`src/rtl/blood_match_scanner.sv`:
```
// Walks the four blood types as candidate partners of one latched type and
// accumulates which of them are compatible, slowed by STEP_CYCLES per candidate.
module blood_match_scanner #(
    parameter int unsigned STEP_CYCLES = 1,
    parameter int unsigned CNT_W       = 27
) (
    input  logic       clk,
    input  logic       rst,
    input  logic       start,
    input  logic       mode,
    input  logic [1:0] type_in,
    output logic       busy,
    output logic       done,
    output logic [1:0] cur_type,
    output logic       cur_match,
    output logic [3:0] match_mask,
    output logic [2:0] match_count
);

    typedef enum logic [1:0] {
        IDLE = 2'b00,
        SCAN = 2'b01,
        DONE = 2'b10
    } state_t;

    localparam logic [CNT_W-1:0] LAST_STEP = CNT_W'(STEP_CYCLES - 1);
    localparam logic [1:0]       TYPE_O    = 2'b01;
    localparam logic [1:0]       TYPE_AB   = 2'b11;

    state_t           state, state_nxt;
    logic [CNT_W-1:0] cnt, cnt_nxt;
    logic [1:0]       cur_type_nxt;
    logic [3:0]       mask_nxt;
    logic [2:0]       count_nxt;
    logic             lat_mode, lat_mode_nxt;
    logic [1:0]       lat_type, lat_type_nxt;

    // Donor d may give to recipient r.
    function automatic logic compat(input logic [1:0] d, input logic [1:0] r);
        return (d == TYPE_O) || (r == TYPE_AB) || (d == r);
    endfunction

    // mode 0: latched type is the recipient; mode 1: latched type is the donor.
    assign cur_match = lat_mode ? compat(lat_type, cur_type) : compat(cur_type, lat_type);
    assign busy      = (state == SCAN);
    assign done      = (state == DONE);

    always_ff @(posedge clk) begin
        if (rst) begin
            state       <= IDLE;
            cnt         <= '0;
            cur_type    <= '0;
            match_mask  <= '0;
            match_count <= '0;
            lat_mode    <= 1'b0;
            lat_type    <= '0;
        end else begin
            state       <= state_nxt;
            cnt         <= cnt_nxt;
            cur_type    <= cur_type_nxt;
            match_mask  <= mask_nxt;
            match_count <= count_nxt;
            lat_mode    <= lat_mode_nxt;
            lat_type    <= lat_type_nxt;
        end
    end

    always_comb begin
        state_nxt    = state;
        cnt_nxt      = cnt;
        cur_type_nxt = cur_type;
        mask_nxt     = match_mask;
        count_nxt    = match_count;
        lat_mode_nxt = lat_mode;
        lat_type_nxt = lat_type;
        case (state)
            IDLE, DONE: begin
                if (start) begin
                    lat_mode_nxt = mode;
                    lat_type_nxt = type_in;
                    mask_nxt     = '0;
                    count_nxt    = '0;
                    cur_type_nxt = '0;
                    cnt_nxt      = '0;
                    state_nxt    = SCAN;
                end
            end
            SCAN: begin
                if (cnt == LAST_STEP) begin
                    mask_nxt[cur_type] = cur_match;
                    count_nxt          = match_count + {2'b00, cur_match};
                    cnt_nxt            = '0;
                    if (cur_type == 2'd3) begin
                        state_nxt = DONE;
                    end else begin
                        cur_type_nxt = cur_type + 2'd1;
                    end
                end else begin
                    cnt_nxt = cnt + 1'b1;
                end
            end
            default: state_nxt = IDLE;
        endcase
    end

endmodule

```
`config.mk`:
```
export PLATFORM = sky130hd
export DESIGN_NAME = blood_match_scanner
export DESIGN_NICKNAME = d
export VERILOG_FILES = /design/src/rtl/blood_match_scanner.sv
export SDC_FILE = /design/constraint.sdc
export NUM_CORES = 1
export LEC_CHECK = 0
export CAP_MARGIN = 20
export CORE_MARGIN = 3
export CORE_UTILIZATION = 50
export DETAILED_ROUTE_END_ITERATION = 10
export PLACE_DENSITY_LB_ADDON = 0.25
export REMOVE_ABC_BUFFERS = 1
export SYNTH_ARGS = -nofsm -noshare
export SYNTH_HDL_FRONTEND = slang
export SYNTH_SLANG_ARGS = --single-unit
```
`constraint.sdc`:
```
create_clock -name clk -period 1.9 [get_ports clk]
set_clock_uncertainty 0.2 [all_clocks]
set_input_delay 0.57 -clock clk [delete_from_list [all_inputs] [get_ports clk]]
set_output_delay 0.57 -clock clk [all_outputs]
set_load 0.005 [all_outputs]
```
==> metrics.txt <==
Final Slew Violations 0; port bufs 17; fin util 0.923; router iterations before antenna repair 7; Leak Pwr 0.00157 uW; layout cell share with drive strength beyond 1 0.545; die area between 0.005 and 0.006 mm2; slowest cell on the critical path dfxtp_1; RSZ-0062 raised after global routing yes; worst-case reg-to-reg path depth 9; CTS tree yes; P&R area growth vs syn 74.5%; RD Place Congestion between 0.8 and 0.9; first-pass GRT wire length ~12 mm; post-synthesis sequential area ratio 0.380; Num Clock Sinks 41; Vias 2946; Hold-fix buffers, CTS 0; dpl cells 387; VDD IR max 0.000456 V; Avg Vias per Cell about 7.1; top cells by area, synth dfxtp_1, ha_1, a21oi_1, nand2_1, o21ai_0; pwr dens roughly 480 mW/mm2; Max-Cap Viols 0; Synth Area in XOR/XNOR 0.0527; worst setup path class reg -> reg; Adder-Cell Fraction of Synth Area 0.0463; WL final 10.6 mm; Synth Area in Compound Gates 0.178; Setup Total Neg Slack -6.77 ns; Critical Path RT between 1.5 and 2 ns; GR Util All Layers 0.307; Clock Tree Root clkbuf_8; CP top delay family flip-flops; FMAX approximately 420 MHz; buffer and inverter count on the worst path 1; Slew HR 0.722; CP peak stage delay around 0.50 ns; fin crit share 1.25; fin cells about 420; chip width between 70 and 80 um; Fill cells between 100 and 150; fin crit period around 2.4 ns; num rows 23; simple-gate share of the synthesized area 0.296; Post-Syn Area approximately 0.0022 mm2; Worst Hold Depth 1; H-tree depth 2; clk_lat worst skew roughly 0.31 ns; Congestion Overflow GR 0; WP depth 9; worst hold-check path type reg -> reg; main combinational cell family by area after synthesis simple AND/OR/NAND/NOR gates; largest net degree at the start of global routing 13; Routed wire per std cell roughly 25 um; vias in the first global route roughly 2500; Max Buffers Root-to-Sink 2; status finished with violations; proportion of synthesized area in mux cells 0.00521; critical path arrival roughly 2.4 ns; CTS clk-pin slew, worst paths about 0.09 ns; Syn Inst Count 261; type of element launching the critical path register; Post-DRT Antenna Nets 0; TritonCTS Buffers 5; post-DP HPWL a little over 4 mm; DRT iter0 DRCs between 400 and 500; die height between 70 and 80 um; final setup fails between 40 and 50; core area 0.00409 mm2; worst-path maximum fanout 4; failing checks negative setup slack; Synth top area share 0.380; Total Nets Final 380; final hold violations 0; Avg Cell Area, Syn 8.28 um2; n_diodes 0; antenna violations before repair 0; dominant cell type by area after synthesis dfxtp_1; CP endpoint kind register; Yosys cell types 40; Final WS setup -0.468 ns; synth warn 0; IO Count 18; #FFs+latches synth 41; DRC Markers 0; crit-path cells xor2_1 -> a221oi_2 -> o21ai_2 -> buf_4 -> ha_4 -> ha_4 -> nand4_1 -> xor2_1 -> nor3_2; Least-Margin Pin Slew around 0.41 ns; initial core utilization 0.529
==> state kept, by name, summed over array words and instances (netlist names) <==
register / flops
lat_mode: 1
match_count: 3
state: 2
cur_type: 2
match_mask: 4
lat_type: 2
cnt: 27
==> stage by stage <==
step	power, uW	hold WS (ns)	instance area (um2)	worst slack [ns]
2_1_floorplan	994	0.255	2110	-0.282
3_3_place_gp	1120	0.279	2880	-0.431
3_5_place_dp	1130	0.281	2880	-0.477
4_1_cts	1700	0.300	3360	-0.366
5_1_grt	1850	0.329	3770	-0.491
6_report	1810	0.307	3770	-0.468
==> synth_stat cells, drive strengths merged <==
cell type and number:
a21o 5, a21oi 19, a221oi 1, a22o 2, a22oi 1, a31oi 5
a32o 6, and2 2, and3 4, and4 5, buf 7, clkbuf 4
dfxtp 41, ha 8, inv 10, mux2 1, nand2 24, nand2b 7
nand3 11, nand4 10, nor2 17, nor2b 3, nor3 11, nor3b 1
nor4 11, nor4b 2, o211ai 2, o21a 1, o21ai 18, o22ai 1
or3 6, or4 2, xnor2 5, xor2 8
==> layout by cell type, fill, tap and decap left out, drive strengths merged, types with 5 or more instances in the layout <==
cell type,n
dfxtp,41
nand3,11
nand4,10
a21oi,19
buf,92
dlygate4sd2,9
xor2,8
inv,10
and4,5
clkbuf,7
a21o,5
or3,6
nand2,24
nor3,11
a32o,6
ha,8
nand2b,7
xnor2,5
nor2,17
a31oi,5
o21ai,18
nor4,11
==> cell families after synthesis <==
logic type | Yosys count
and+or+nand+nor | 116
AOI/OAI and AO/OA | 61
buffers and inverters | 21
adders and majority gates | 8
xor gates and xnor gates | 13
muxes | 1
DFF | 41
==> power by group <==
group / switching [uW] / internal (uW) / total [uW] / leakage [uW]
Clock: 321 / 255 / 576 / 0.0000450
Sequential: 20.6 / 872 / 893 / 0.000340
Combinational: 179 / 158 / 336 / 0.00118
Total: 521 / 1280 / 1810 / 0.00157
==> cell type report <==
| type | count | area (um2) | area share |
|---|---|---|---|
| clock buffers | 6 | 72.6 | 0.0192 |
| clock inverters | 2 | 10.0 | 0.00266 |
| inverters | 10 | 40.0 | 0.0106 |
| multi-input cells | 199 | 1770 | 0.470 |
| flip-flops and latches | 41 | 850 | 0.225 |
| well taps | 50 | 62.6 | 0.0166 |
| repair buffers | 109 | 965 | 0.256 |
==> path summary, 6_finish.rpt <==
check | from | end | slack (ns)
hold reg to reg | match_mask[2] | match_mask[2] | 0.31
setup / recovery | lat_mode | match_count[2] | -0.47
setup reg to reg | lat_mode | match_count[2] | -0.47
hold / removal | match_mask[2] | match_mask[2] | 0.31
==> metal layers <==
metal  wire (um)  vias to the layer above  track usage
met4         880                        0        0.127
li1            -                     1174            -
met5           0                        -            0
met1        3680                     1370        0.389
met2        4900                      299        0.509
met3        1100                      103       0.0617
==> what timing repair did <==
item / CTS / global route
gates resized for setup: 86 / 96
gates cloned: 2 / 1
setup buffers: 12 / 9
setup endpoints to repair: 49 / 42
pin swaps: 23 / 49
No activity file was read; power rests on OpenSTA's default activity.
